$ cat config.mk
export PLATFORM = sky130hd
export DESIGN_NAME = pulse_train_gen
export DESIGN_NICKNAME = d
export VERILOG_FILES = /design/src/rtl/pulse_train_gen.sv
export SDC_FILE = /design/constraint.sdc
export NUM_CORES = 1
export LEC_CHECK = 0
export CAP_MARGIN = 20
export CELL_PAD_IN_SITES_DETAIL_PLACEMENT = 1
export CELL_PAD_IN_SITES_GLOBAL_PLACEMENT = 1
export CORE_ASPECT_RATIO = 1.4
export CORE_MARGIN = 2
export CORE_UTILIZATION = 35
export DETAILED_ROUTE_END_ITERATION = 10
export PLACE_DENSITY_LB_ADDON = 0.12
export SYNTH_ARGS = -nofsm -noshare
export SYNTH_HDL_FRONTEND = slang
export SYNTH_SLANG_ARGS = --single-unit
$ cat constraint.sdc
create_clock -name clk -period 1.9 [get_ports clk]
set_clock_uncertainty 0.05 [all_clocks]
set_input_delay 0.38 -clock clk [delete_from_list [all_inputs] [get_ports clk]]
set_output_delay 0.38 -clock clk [all_outputs]
set_load 0.03 [all_outputs]
$ cat src/rtl/pulse_train_gen.sv
// pulse_train_gen: emits a train of num_pulses pulses. Each pulse is an
// active phase of max(high_len,1) cycles followed by an inactive phase of
// max(low_len,1) cycles. Train parameters are captured on the accepted
// start and held until the train ends or is aborted.
module pulse_train_gen #(
    parameter int CNT_W = 8
) (
    input  logic             clk,
    input  logic             rst,
    input  logic             start,
    input  logic [CNT_W-1:0] high_len,
    input  logic [CNT_W-1:0] low_len,
    input  logic [CNT_W-1:0] num_pulses,
    input  logic             idle_lvl,
    input  logic             abort,
    output logic             signal,
    output logic             busy,
    output logic             done
);

    typedef enum logic [1:0] {
        IDLE     = 2'd0,
        ACTIVE   = 2'd1,
        INACTIVE = 2'd2
    } state_t;

    localparam logic [CNT_W-1:0] CNT_ZERO = '0;
    localparam logic [CNT_W-1:0] CNT_ONE  = CNT_W'(1);

    // The phase counter holds "cycles remaining after this one", so a phase of
    // length n loads n-1; a length of 0 is treated as 1 and also loads 0.
    function automatic logic [CNT_W-1:0] phase_load(input logic [CNT_W-1:0] len);
        return (len == CNT_ZERO) ? CNT_ZERO : len - CNT_ONE;
    endfunction

    state_t           state_q,    state_d;
    logic             sig_q,      sig_d;
    logic             busy_q,     busy_d;
    logic             done_q,     done_d;
    logic [CNT_W-1:0] phase_q,    phase_d;
    logic [CNT_W-1:0] pulse_q,    pulse_d;
    logic [CNT_W-1:0] cap_high_q, cap_high_d;
    logic [CNT_W-1:0] cap_low_q,  cap_low_d;
    logic             cap_idle_q, cap_idle_d;

    // Next-state and next-output computation for the train sequencer.
    always_comb begin
        // NOTE: every signal gets a default before the case so that no path
        // leaves one unassigned, which would otherwise infer a latch.
        state_d    = state_q;
        sig_d      = sig_q;
        busy_d     = busy_q;
        done_d     = 1'b0;
        phase_d    = phase_q;
        pulse_d    = pulse_q;
        cap_high_d = cap_high_q;
        cap_low_d  = cap_low_q;
        cap_idle_d = cap_idle_q;

        unique case (state_q)
            IDLE: begin
                // Outside a train the output simply tracks idle_lvl one cycle late.
                sig_d  = idle_lvl;
                busy_d = 1'b0;
                if (start) begin
                    if (num_pulses != CNT_ZERO) begin
                        cap_high_d = high_len;
                        cap_low_d  = low_len;
                        cap_idle_d = idle_lvl;
                        phase_d    = phase_load(high_len);
                        pulse_d    = num_pulses;
                        state_d    = ACTIVE;
                        sig_d      = ~idle_lvl;
                        busy_d     = 1'b1;
                    end else begin
                        // An empty train completes immediately without leaving IDLE.
                        done_d = 1'b1;
                    end
                end
            end

            ACTIVE: begin
                if (abort) begin
                    state_d = IDLE;
                    busy_d  = 1'b0;
                    sig_d   = cap_idle_q;
                    phase_d = CNT_ZERO;
                    pulse_d = CNT_ZERO;
                end else if (phase_q == CNT_ZERO) begin
                    state_d = INACTIVE;
                    sig_d   = cap_idle_q;
                    phase_d = phase_load(cap_low_q);
                end else begin
                    phase_d = phase_q - CNT_ONE;
                end
            end

            INACTIVE: begin
                if (abort) begin
                    state_d = IDLE;
                    busy_d  = 1'b0;
                    sig_d   = cap_idle_q;
                    phase_d = CNT_ZERO;
                    pulse_d = CNT_ZERO;
                end else if (phase_q == CNT_ZERO) begin
                    if (pulse_q == CNT_ONE) begin
                        // Last pulse finished: leave at the captured level so the
                        // train ends on a clean edge.
                        state_d = IDLE;
                        busy_d  = 1'b0;
                        done_d  = 1'b1;
                        sig_d   = cap_idle_q;
                        pulse_d = CNT_ZERO;
                    end else begin
                        state_d = ACTIVE;
                        sig_d   = ~cap_idle_q;
                        phase_d = phase_load(cap_high_q);
                        pulse_d = pulse_q - CNT_ONE;
                    end
                end else begin
                    phase_d = phase_q - CNT_ONE;
                end
            end

            default: begin
                state_d = IDLE;
                busy_d  = 1'b0;
            end
        endcase
    end

    // State and registered outputs, cleared asynchronously by rst.
    always_ff @(posedge clk or posedge rst) begin
        // NOTE: sequential state uses non-blocking assignments so every
        // register samples the pre-edge values regardless of statement order.
        if (rst) begin
            state_q    <= IDLE;
            sig_q      <= 1'b0;
            busy_q     <= 1'b0;
            done_q     <= 1'b0;
            phase_q    <= CNT_ZERO;
            pulse_q    <= CNT_ZERO;
            cap_high_q <= CNT_ZERO;
            cap_low_q  <= CNT_ZERO;
            cap_idle_q <= 1'b0;
        end else begin
            state_q    <= state_d;
            sig_q      <= sig_d;
            busy_q     <= busy_d;
            done_q     <= done_d;
            phase_q    <= phase_d;
            pulse_q    <= pulse_d;
            cap_high_q <= cap_high_d;
            cap_low_q  <= cap_low_d;
            cap_idle_q <= cap_idle_d;
        end
    end

    assign signal = sig_q;
    assign busy   = busy_q;
    assign done   = done_q;

endmodule
==> results of run 1 <==
==> layout by cell type (no fill, tap or decap), types with 9 or more instances in the layout <==
cell type        netlist  final
a21oi_1               20     19
buf_4                  0     80
clkdlybuf4s50_1        0     30
dfrtp_1               38     35
ha_1                  14      9
inv_1                 18     15
mux2_2                15     15
nand2_1               26     24
nor2_1                29     27
o21ai_1               15      9
==> how the worst max path moves through the flow <==
stage | startpoint | slack [ns] | to
6_report | phase_q[0]$_DFFE_PP0P_ | 0.0003 | pulse_q[3]$_DFFE_PP0P_
5_1_grt | phase_q[0]$_DFFE_PP0P_ | -0.12 | pulse_q[7]$_DFFE_PP0P_
4_1_cts | state_q[0]$_DFFE_PP0P_ | 0.01 | pulse_q[3]$_DFFE_PP0P_
3_5_place_dp | num_pulses[2] | -0.63 | phase_q[6]$_DFFE_PP0P_
3_3_place_gp | num_pulses[2] | -0.54 | phase_q[6]$_DFFE_PP0P_
2_1_floorplan | phase_q[0]$_DFFE_PP0P_ | 0.18 | signal$_DFFE_PP0P_
==> logic make-up after synthesis <==
family / share of synthesized area
and+or+nand+nor: 0.205
AOI/OAI and AO/OA: 0.211
DFF: 0.351
buffers and inverters: 0.0429
muxes: 0.0771
xor gates and xnor gates: 0.0485
adders and majority gates: 0.0646
==> metal layers <==
metal,vias up,routed length [um],global-route usage
met5,-,0,0
met4,0,315,0.0877
met3,21,171,0.0292
met2,47,5020,0.406
met1,1343,3450,0.225
li1,1327,-,-
==> final cells by class <==
class / count / area, um^2 / area share
tap: 100 / 125 / 0.0300
inverter: 19 / 75.1 / 0.0180
sequential: 38 / 955 / 0.229
timing repair buffer: 118 / 1030 / 0.247
clock inverter: 2 / 12.5 / 0.00300
clock buffer: 6 / 82.6 / 0.0198
multi-input combinational: 236 / 1890 / 0.454
==> worst max-delay path, stage by stage (launching register included) <==
cell and delay [ns]:
dfrtp_1 0.40, inv_2 0.09, ha_4 0.13, nor3b_4 0.21, buf_6 0.14, a211oi_4 0.06
nor2_4 0.25, nand3_4 0.21, o21ai_1 0.17, o21ai_1 0.08
==> sequential cells by signal, summed over array words and instances, names as in the netlist <==
name        count
cap_high_q      8
state_q         2
busy            1
done            1
cap_idle_q      1
pulse_q         8
phase_q         8
signal          1
cap_low_q       8
==> where the power goes <==
part           switching [mW]  internal, mW
clock network           0.320         0.292
registers               0.445          1.22
logic                    2.27          2.17
total                    3.04          3.67
==> repair_timing <==
item	CTS	global route
endpoints found under the setup margin	29	29
setup buffers	2	6
cloned	0	2
resized for setup	13	45
pin swaps	6	14
==> flow_metrics.env, run 1 <==
export IMPL_path_clk_slew_ns=0.08
export IMPL_required_ns=2.04
export IMPL_critPathLaunchType="flip-flop"
export IMPL_overflow=0
export IMPL_synthTopCellsByCount="38 x dfrtp_1, 29 x nor2_1, 26 x nand2_1"
export IMPL_synth_most_common_cell="dfrtp_1"
export IMPL_vias_per_cell=5.28
export IMPL_fin_area_um2=4180
export IMPL_clock_latency_ns=0.30
export IMPL_dp_cells=501
export IMPL_end_kind="flip-flop"
export IMPL_nFillCells=890
export IMPL_grt_max_degree=39
export IMPL_fmaxAchievable_mhz=526
export IMPL_ys_seq_area_frac=0.351
export IMPL_drv_cap=0
export IMPL_syn_avg_cell_area_um2=9.06
export IMPL_io_buffers=31
export IMPL_firstDrtPassIters=4
export IMPL_syn_inst=299
export IMPL_r2r_slack_ns=0.0003
export IMPL_die_h_um=108
export IMPL_holdBufCountCts=0
export IMPL_cts_sinks=38
export IMPL_drc=0
export IMPL_fin_cells=519
export IMPL_crit_type="flip-flop to flip-flop"
export IMPL_synth_area_leader_cell="dfrtp_1"
export IMPL_pin_count=32
export IMPL_placed_area_um2=3710
export IMPL_layout_area_overhead_vs_synth_pct=54.1
export IMPL_synth_flop_cell="dfrtp_1"
export IMPL_drive_gt1_frac=0.406
export IMPL_worst_slack_ns=0.000252
export IMPL_finalHoldViolations=0
export IMPL_cts_inserted_buffers=5
export IMPL_yosysWarnings=0
export IMPL_netlist_area_um2=2710
export IMPL_final_period_utilization=1.00
export IMPL_grt_usage=0.210
export IMPL_die_area_um2=8470
export IMPL_relSlewSlack=0.797
export IMPL_grt_pass1_vias=2967
export IMPL_synth_top_cell_area_share=0.351
export IMPL_timing_rr_end="pulse_q[3]$_DFFE_PP0P_"
export IMPL_clock_path_buffers=2
export IMPL_die_w_um=78.4
export IMPL_ff2ff_path_depth=9
export IMPL_grt_pass1_wl_mm=13.9
export IMPL_pre_cts_slack_ns=-0.630
export IMPL_synth_seq_cells=38
export IMPL_yosysUniqueCellTypes=52
export IMPL_final_setup_tns_ns=0
export IMPL_first_iter_violations=52
export IMPL_cts_root_buf="clkbuf_8"
export IMPL_start_util=0.354
export IMPL_nets=461
export IMPL_worstPathMaxFanout=8
export IMPL_async_reset_ff_frac=1.00
export IMPL_n_antenna_cell=0
export IMPL_finalWirelength_mm=8.96
export IMPL_min_period_ns=1.90
export IMPL_cellPowerDensity_nw_per_um2=1610
export IMPL_rsz0062_at_grt="yes"
export IMPL_synthTopCellsByArea="dfrtp_1 35%, ha_1 6.5%, mux2_2 6.2%"
export IMPL_via_count=2738
export IMPL_worst_slew_pin_slew_ns=0.303
export IMPL_hold_path_class="input pin to async pin"
export IMPL_total_power_mw=6.71
export IMPL_dp_hpwl_mm=6.41
export IMPL_regToRegStartpoint="phase_q[0]$_DFFE_PP0P_"
export IMPL_cts_tree="yes"
export IMPL_rows=38
export IMPL_p_leak_nw=1.81
export IMPL_place_congestion=0.811
export IMPL_ir_worst_vdd_mv=0.757
export IMPL_cp_arrival_ns=2.04
export IMPL_ant_nets=0
export IMPL_status="complete, no violations"
export IMPL_wl_per_cell_um=17.3
export IMPL_setup_viol=0
export IMPL_maxSlewViolCount=0
export IMPL_cts_htree_levels=2
export IMPL_grt_antenna_before_repair=0
export IMPL_final_util=0.546
export IMPL_hold_ws_ns=0.365
export IMPL_synth_edf_count=0
export IMPL_core_um2=7650
export IMPL_synth_nets=342
Note: power is estimated with default switching activity, not from simulation.
==> run 2: changes to the inputs <==
--- a/config.mk
+++ b/config.mk
@@ -13,6 +13,7 @@
 export CORE_UTILIZATION = 35
 export DETAILED_ROUTE_END_ITERATION = 10
 export PLACE_DENSITY_LB_ADDON = 0.12
+export SETUP_SLACK_MARGIN = 0.2
 export SYNTH_ARGS = -nofsm -noshare
 export SYNTH_HDL_FRONTEND = slang
 export SYNTH_SLANG_ARGS = --single-unit
==> run 2 against run 1 <==
Final cell count is 1.7% higher. Via count is 4.4% higher. Sequential share of layout area is 2.2 points lower. Non-clock buffer count is 9 higher. Core utilization is 5.8 points higher. Fmax is 2.1% higher. Flip-flop and latch count stayed put. Count of clock-buffer cells in the layout stayed put. Die area stayed put. Critical path depth stayed put. Power is 16% higher.
==> flow_metrics.env, run 2 (synthesized netlist as in run 1, its figures left out) <==
export IMPL_rsz0062_at_grt="yes"
export IMPL_ff2ff_path_depth=9
export IMPL_worstPathMaxFanout=8
export IMPL_cp_num_buf_inv=2
export IMPL_clock_path_buffers=2
export IMPL_finalWirelength_mm=10.3
export IMPL_cts_sinks=38
export IMPL_core_um2=7650
export IMPL_fmaxAchievable_mhz=537
export IMPL_p_switching_mw=3.58
export IMPL_clock_latency_ns=0.31
export IMPL_vias_per_cell=5.41
export IMPL_finalHoldViolations=0
export IMPL_nFillCells=845
export IMPL_grt_max_degree=39
export IMPL_crit_type="flip-flop to flip-flop"
export IMPL_path_clk_slew_ns=0.09
export IMPL_grt_pass1_vias=3074
export IMPL_seq_power_share=0.224
export IMPL_layout_commonest_cell="buf_4"
export IMPL_crit_family="simple AND/OR/NAND/NOR gates"
export IMPL_cp_cell_sequence="inv_2, ha_4, nor3b_4, buf_6, a211oi_4, nor2_4, nand3_4, o21ai_2, o21ai_1"
export IMPL_seqCellArea_um2=957
export IMPL_cp_arrival_ns=2.00
export IMPL_overflow=0
export IMPL_grt_usage=0.225
export IMPL_multi_input_area_um2=2200
export IMPL_io_buffers=31
export IMPL_critPathLaunchType="flip-flop"
export IMPL_final_setup_tns_ns=0
export IMPL_end_kind="flip-flop"
export IMPL_cts_tree="yes"
export IMPL_ant_nets=0
export IMPL_setup_viol=0
export IMPL_drive_gt1_frac=0.486
export IMPL_ir_worst_vdd_mv=0.770
export IMPL_cellPowerDensity_nw_per_um2=1690
export IMPL_grt_antenna_before_repair=0
export IMPL_n_antenna_cell=0
export IMPL_worst_slack_ns=0.0391
export IMPL_rows=38
export IMPL_via_count=2858
export IMPL_regToRegStartpoint="phase_q[0]$_DFFE_PP0P_"
export IMPL_path_depth=9
export IMPL_internal_power_mw=4.21
export IMPL_die_w_um=78.4
export IMPL_total_power_mw=7.79
export IMPL_p_leak_nw=2.00
export IMPL_status="complete, no violations"
export IMPL_hold_ws_ns=0.382
export IMPL_relSlewSlack=0.769
export IMPL_drv_cap=0
export IMPL_clock_power_share=0.082
export IMPL_place_congestion=0.812
export IMPL_start_util=0.354
export IMPL_firstDrtPassIters=4
export IMPL_worst_slew_pin_slew_ns=0.344
export IMPL_nets=470
export IMPL_first_iter_violations=86
export IMPL_sw_frac_of_total=0.460
export IMPL_die_h_um=108
export IMPL_max_stage_delay_ns=0.41
export IMPL_die_area_um2=8470
export IMPL_min_period_ns=1.86
export IMPL_dp_hpwl_mm=6.60
export IMPL_cts_inserted_buffers=5
export IMPL_pre_cts_slack_ns=-0.533
export IMPL_final_util=0.604
export IMPL_cp_startpoint="phase_q[0]$_DFFE_PP0P_"
export IMPL_cts_root_buf="clkbuf_8"
export IMPL_cts_htree_levels=2
export IMPL_pin_count=32
export IMPL_wl_per_cell_um=19.6
export IMPL_maxSlewViolCount=0
export IMPL_drc=0
export IMPL_final_period_utilization=0.979
export IMPL_crit_slowest_cell="dfrtp_1"
export IMPL_required_ns=2.04
export IMPL_layout_area_overhead_vs_synth_pct=70.6
export IMPL_grt_pass1_wl_mm=14.8
export IMPL_final_cell_mix="72 x buf_4, 33 x dfrtp_1, 22 x nor2_1"
export IMPL_hold_path_class="input pin to async pin"
export IMPL_combPwrFrac=0.694
run 2: path summary, 6_finish.rpt:
check	to	slack [ns]
worst max-delay path	pulse_q[7]$_DFFE_PP0P_	0.04
worst min-delay path	pulse_q[7]$_DFFE_PP0P_	0.38
worst max register to register	pulse_q[7]$_DFFE_PP0P_	0.04
worst min register to register	pulse_q[5]$_DFFE_PP0P_	0.50
max in group asynchronous	cap_high_q[0]$_DFFE_PP0P_	1.19
min in group clk	pulse_q[5]$_DFFE_PP0P_	0.50
run 2: metal layers:
metal  global-route usage  wire [um]  up-vias  share of wire
li1                     -          -     1344              -
met1                0.231       3960     1439           0.38
met2                0.462       5940       57           0.57
met3               0.0292        281       18          0.027
met4               0.0689        169        0          0.016
met5                    0          0        -              0
run 2: through the flow:
| step | instance area, um^2 | cells |
|---|---|---|
| 2_1_floorplan | 2710 | 299 |
| 3_3_place_gp | 3690 | 497 |
| 3_5_place_dp | 3690 | 497 |
| 4_1_cts | 4130 | 517 |
| 5_1_grt | 4620 | 528 |
| 6_report | 4620 | 528 |
run 2: final cells by class:
class / count / share of cell area
well taps: 100 / 0.0271
repair buffers: 127 / 0.253
clock buffers: 6 / 0.0179
multi-input cells: 236 / 0.477
flip-flops and latches: 38 / 0.207
clock inverters: 2 / 0.00271
inverters: 19 / 0.0160
run 2: what timing repair did:
item,CTS,global route
hold buffers,0,0
setup buffers,10,11
gates resized for setup,56,96
endpoints found under the hold margin,0,0
gates cloned,2,0
pin swaps,21,35
setup endpoints to repair,40,37
run 2: worst reg2reg max path, delay by kind of cell, from the launching register on:
family | cells | cell delay (ns)
adders and majority gates | 1 | 0.15
and+or+nand+nor | 3 | 0.58
DFF | 1 | 0.41
buffers and inverters | 2 | 0.24
AOI/OAI and AO/OA | 3 | 0.34
run 2: power by group through the flow:
stage / sequential [mW] / clock, mW / combinational, mW
6_report: 1.75 / 0.636 / 5.41
4_1_cts: 1.65 / 0.633 / 4.37
3_5_place_dp: 1.63 / 0 / 3.75
3_3_place_gp: 1.61 / 0 / 3.62
2_1_floorplan: 1.65 / 0 / 2.18
5_1_grt: 1.81 / 0.670 / 5.79
==> run 3: changes to the inputs <==
--- a/config.mk
+++ b/config.mk
@@ -6,14 +6,16 @@
 export NUM_CORES = 1
 export LEC_CHECK = 0
 export CAP_MARGIN = 20
-export CELL_PAD_IN_SITES_DETAIL_PLACEMENT = 1
+export CELL_PAD_IN_SITES_DETAIL_PLACEMENT = 0
 export CELL_PAD_IN_SITES_GLOBAL_PLACEMENT = 1
 export CORE_ASPECT_RATIO = 1.4
 export CORE_MARGIN = 2
 export CORE_UTILIZATION = 35
 export DETAILED_ROUTE_END_ITERATION = 10
+export MAX_ROUTING_LAYER = met4
 export PLACE_DENSITY_LB_ADDON = 0.12
 export SETUP_SLACK_MARGIN = 0.2
+export SKIP_LAST_GASP = 1
 export SYNTH_ARGS = -nofsm -noshare
 export SYNTH_HDL_FRONTEND = slang
 export SYNTH_SLANG_ARGS = --single-unit
==> run 3 against run 2 <==
Global-route usage shrank 0.23 points. Hold slack improved by 0.0024 ns. Sequential power down 5%. Count of clock-buffer cells in the layout is the same. Die area unchanged. Register-to-register slack improved by 0.05 ns. Power is 3.2% lower. Non-clock buffer count up 2. Combinational power shrank 3%. Critical path type unchanged. Largest cell class unchanged. Highest routed layer unchanged.
==> flow_metrics.env, run 3 (synthesized netlist as in run 1, its figures left out) <==
export IMPL_status="complete, no violations"
export IMPL_path_clk_slew_ns=0.09
export IMPL_max_stage_delay_ns=0.39
export IMPL_combPwrFrac=0.696
export IMPL_worst_slew_pin_slew_ns=0.352
export IMPL_crit_slowest_cell="dfrtp_1"
export IMPL_place_congestion=0.824
export IMPL_seq_power_share=0.222
export IMPL_wl_per_cell_um=16.5
export IMPL_drv_cap=0
export IMPL_end_kind="flip-flop"
export IMPL_layout_commonest_cell="buf_4"
export IMPL_fin_area_um2=4590
export IMPL_rows=38
export IMPL_rsz0062_at_grt="yes"
export IMPL_first_iter_violations=93
export IMPL_critPathLaunchType="flip-flop"
export IMPL_die_w_um=78.4
export IMPL_vias_per_cell=5.18
export IMPL_p_leak_nw=1.94
export IMPL_crit_type="flip-flop to flip-flop"
export IMPL_cp_startpoint="phase_q[1]$_DFFE_PP0P_"
export IMPL_die_h_um=108
export IMPL_internal_power_mw=4.13
export IMPL_placed_area_um2=3690
export IMPL_dp_cells=497
export IMPL_min_period_ns=1.81
export IMPL_ir_worst_vdd_mv=0.952
export IMPL_cts_tree="yes"
export IMPL_grt_busiest_layer="met2"
export IMPL_overflow=0
export IMPL_io_buffers=31
export IMPL_n_antenna_cell=0
export IMPL_ant_nets=0
export IMPL_finalWirelength_mm=8.74
export IMPL_hold_path_class="input pin to async pin"
export IMPL_pin_count=32
export IMPL_worstPathMaxFanout=2
export IMPL_cp_arrival_ns=1.95
export IMPL_nets=472
export IMPL_finalHoldViolations=0
export IMPL_grt_max_degree=39
export IMPL_required_ns=2.03
export IMPL_drc=0
export IMPL_cts_inserted_buffers=5
export IMPL_setup_viol=0
export IMPL_layout_area_overhead_vs_synth_pct=69.4
export IMPL_cellPowerDensity_nw_per_um2=1640
export IMPL_dp_hpwl_mm=5.84
export IMPL_holdBufCountCts=0
export IMPL_cts_htree_levels=2
export IMPL_die_area_um2=8470
export IMPL_final_cell_mix="83 x buf_4, 36 x dfrtp_1, 22 x nand2_1"
export IMPL_final_period_utilization=0.955
export IMPL_clock_latency_ns=0.30
export IMPL_p_switching_mw=3.41
export IMPL_maxSlewViolCount=0
export IMPL_met2_usage=0.416
export IMPL_clock_power_share=0.083
export IMPL_firstDrtPassIters=4
export IMPL_grt_pass1_vias=2909
export IMPL_start_util=0.354
export IMPL_cts_root_buf="clkbuf_8"
export IMPL_drive_gt1_frac=0.477
export IMPL_met1_usage=0.241
export IMPL_fin_cells=530
export IMPL_use_met3=0.0234
export IMPL_clock_path_buffers=2
export IMPL_grt_usage=0.223
export IMPL_regToRegStartpoint="phase_q[1]$_DFFE_PP0P_"
export IMPL_core_um2=7650
export IMPL_cp_cell_sequence="inv_2, ha_4, nor3b_4, buf_6, nor2_1, mux2i_1, o22ai_1, a31oi_1, a21oi_1"
export IMPL_grt_antenna_before_repair=0
export IMPL_fmaxAchievable_mhz=551
export IMPL_nFillCells=666
export IMPL_relSlewSlack=0.764
export IMPL_hold_ws_ns=0.384
export IMPL_sw_frac_of_total=0.452
export IMPL_grt_pass1_wl_mm=14.3
export IMPL_via_count=2743
export IMPL_cts_sinks=38
[run 3: cell count changes in the layout (fill, tap and decap cells not counted), moves of 6 or more]
cell     delta
buf_6      -10
o21ai_2     -6
buf_4      +11
mux2_4     -12
mux2_2     +12
[run 3: worst paths after layout]
kind / endpoint / slack (ns) / cells past startpoint
setup / recovery: phase_q[7]$_DFFE_PP0P_ / 0.09 / 9
hold / removal: pulse_q[3]$_DFFE_PP0P_ / 0.38 / 3
setup reg to reg: phase_q[7]$_DFFE_PP0P_ / 0.09 / 9
hold reg to reg: busy$_DFFE_PP0P_ / 0.48 / 2
max in group asynchronous: state_q[1]$_DFFE_PP0P_ / 1.20 / 3
min in group clk: busy$_DFFE_PP0P_ / 0.48 / 2
[run 3: power by group through the flow]
stage | Combinational [mW] | Clock, mW | Sequential, mW
after floorplan | 2.18 | 0 | 1.65
after global placement | 3.62 | 0 | 1.61
after detailed placement | 3.67 | 0 | 1.62
after CTS | 4.64 | 0.644 | 1.64
after global routing | 5.65 | 0.665 | 1.73
final | 5.25 | 0.623 | 1.67
[run 3: layer usage]
layer	vias to the layer above	share of wire
met1	1318	0.40
met4	0	0.023
li1	1359	-
met5	-	0
met3	14	0.025
met2	52	0.56
[run 3: cell type report]
class | count | area [um^2] | share of cell area
clock buffer | 6 | 82.6 | 0.0180
sequential | 38 | 953 | 0.208
multi-input combinational | 236 | 2180 | 0.475
inverter | 19 | 73.8 | 0.0161
tap | 100 | 125 | 0.0272
clock inverter | 2 | 12.5 | 0.00272
timing repair buffer | 129 | 1160 | 0.253
[run 3: what timing repair did]
action | 4_1_cts | 5_1_grt
gates cloned | 3 | 0
endpoints found under the setup margin | 40 | 21
setup buffers | 15 | 7
gates resized for setup | 85 | 39
pin swaps | 31 | 19
[run 3: stage by stage]
step	setup WS (ns)	power, mW	TNS, ns	util
after floorplan	0.179	3.84	0	-
after global placement	-0.526	5.24	-15.01	0.483
after detailed placement	-0.572	5.28	-17.03	0.483
after CTS	0.0659	6.92	0	0.564
after global routing	-0.00300	8.04	-0.00500	0.600
final	0.0862	7.54	0	0.600
[run 3: critical path: cells and delay by family (launching register included)]
kind / cells / cell delay (ns)
AO/OA/AOI/OAI: 3 / 0.45
adder cells (fa/ha/maj): 1 / 0.14
buffers and inverters: 2 / 0.22
flip-flops: 1 / 0.39
multiplexers: 1 / 0.19
AND/OR/NAND/NOR: 2 / 0.25
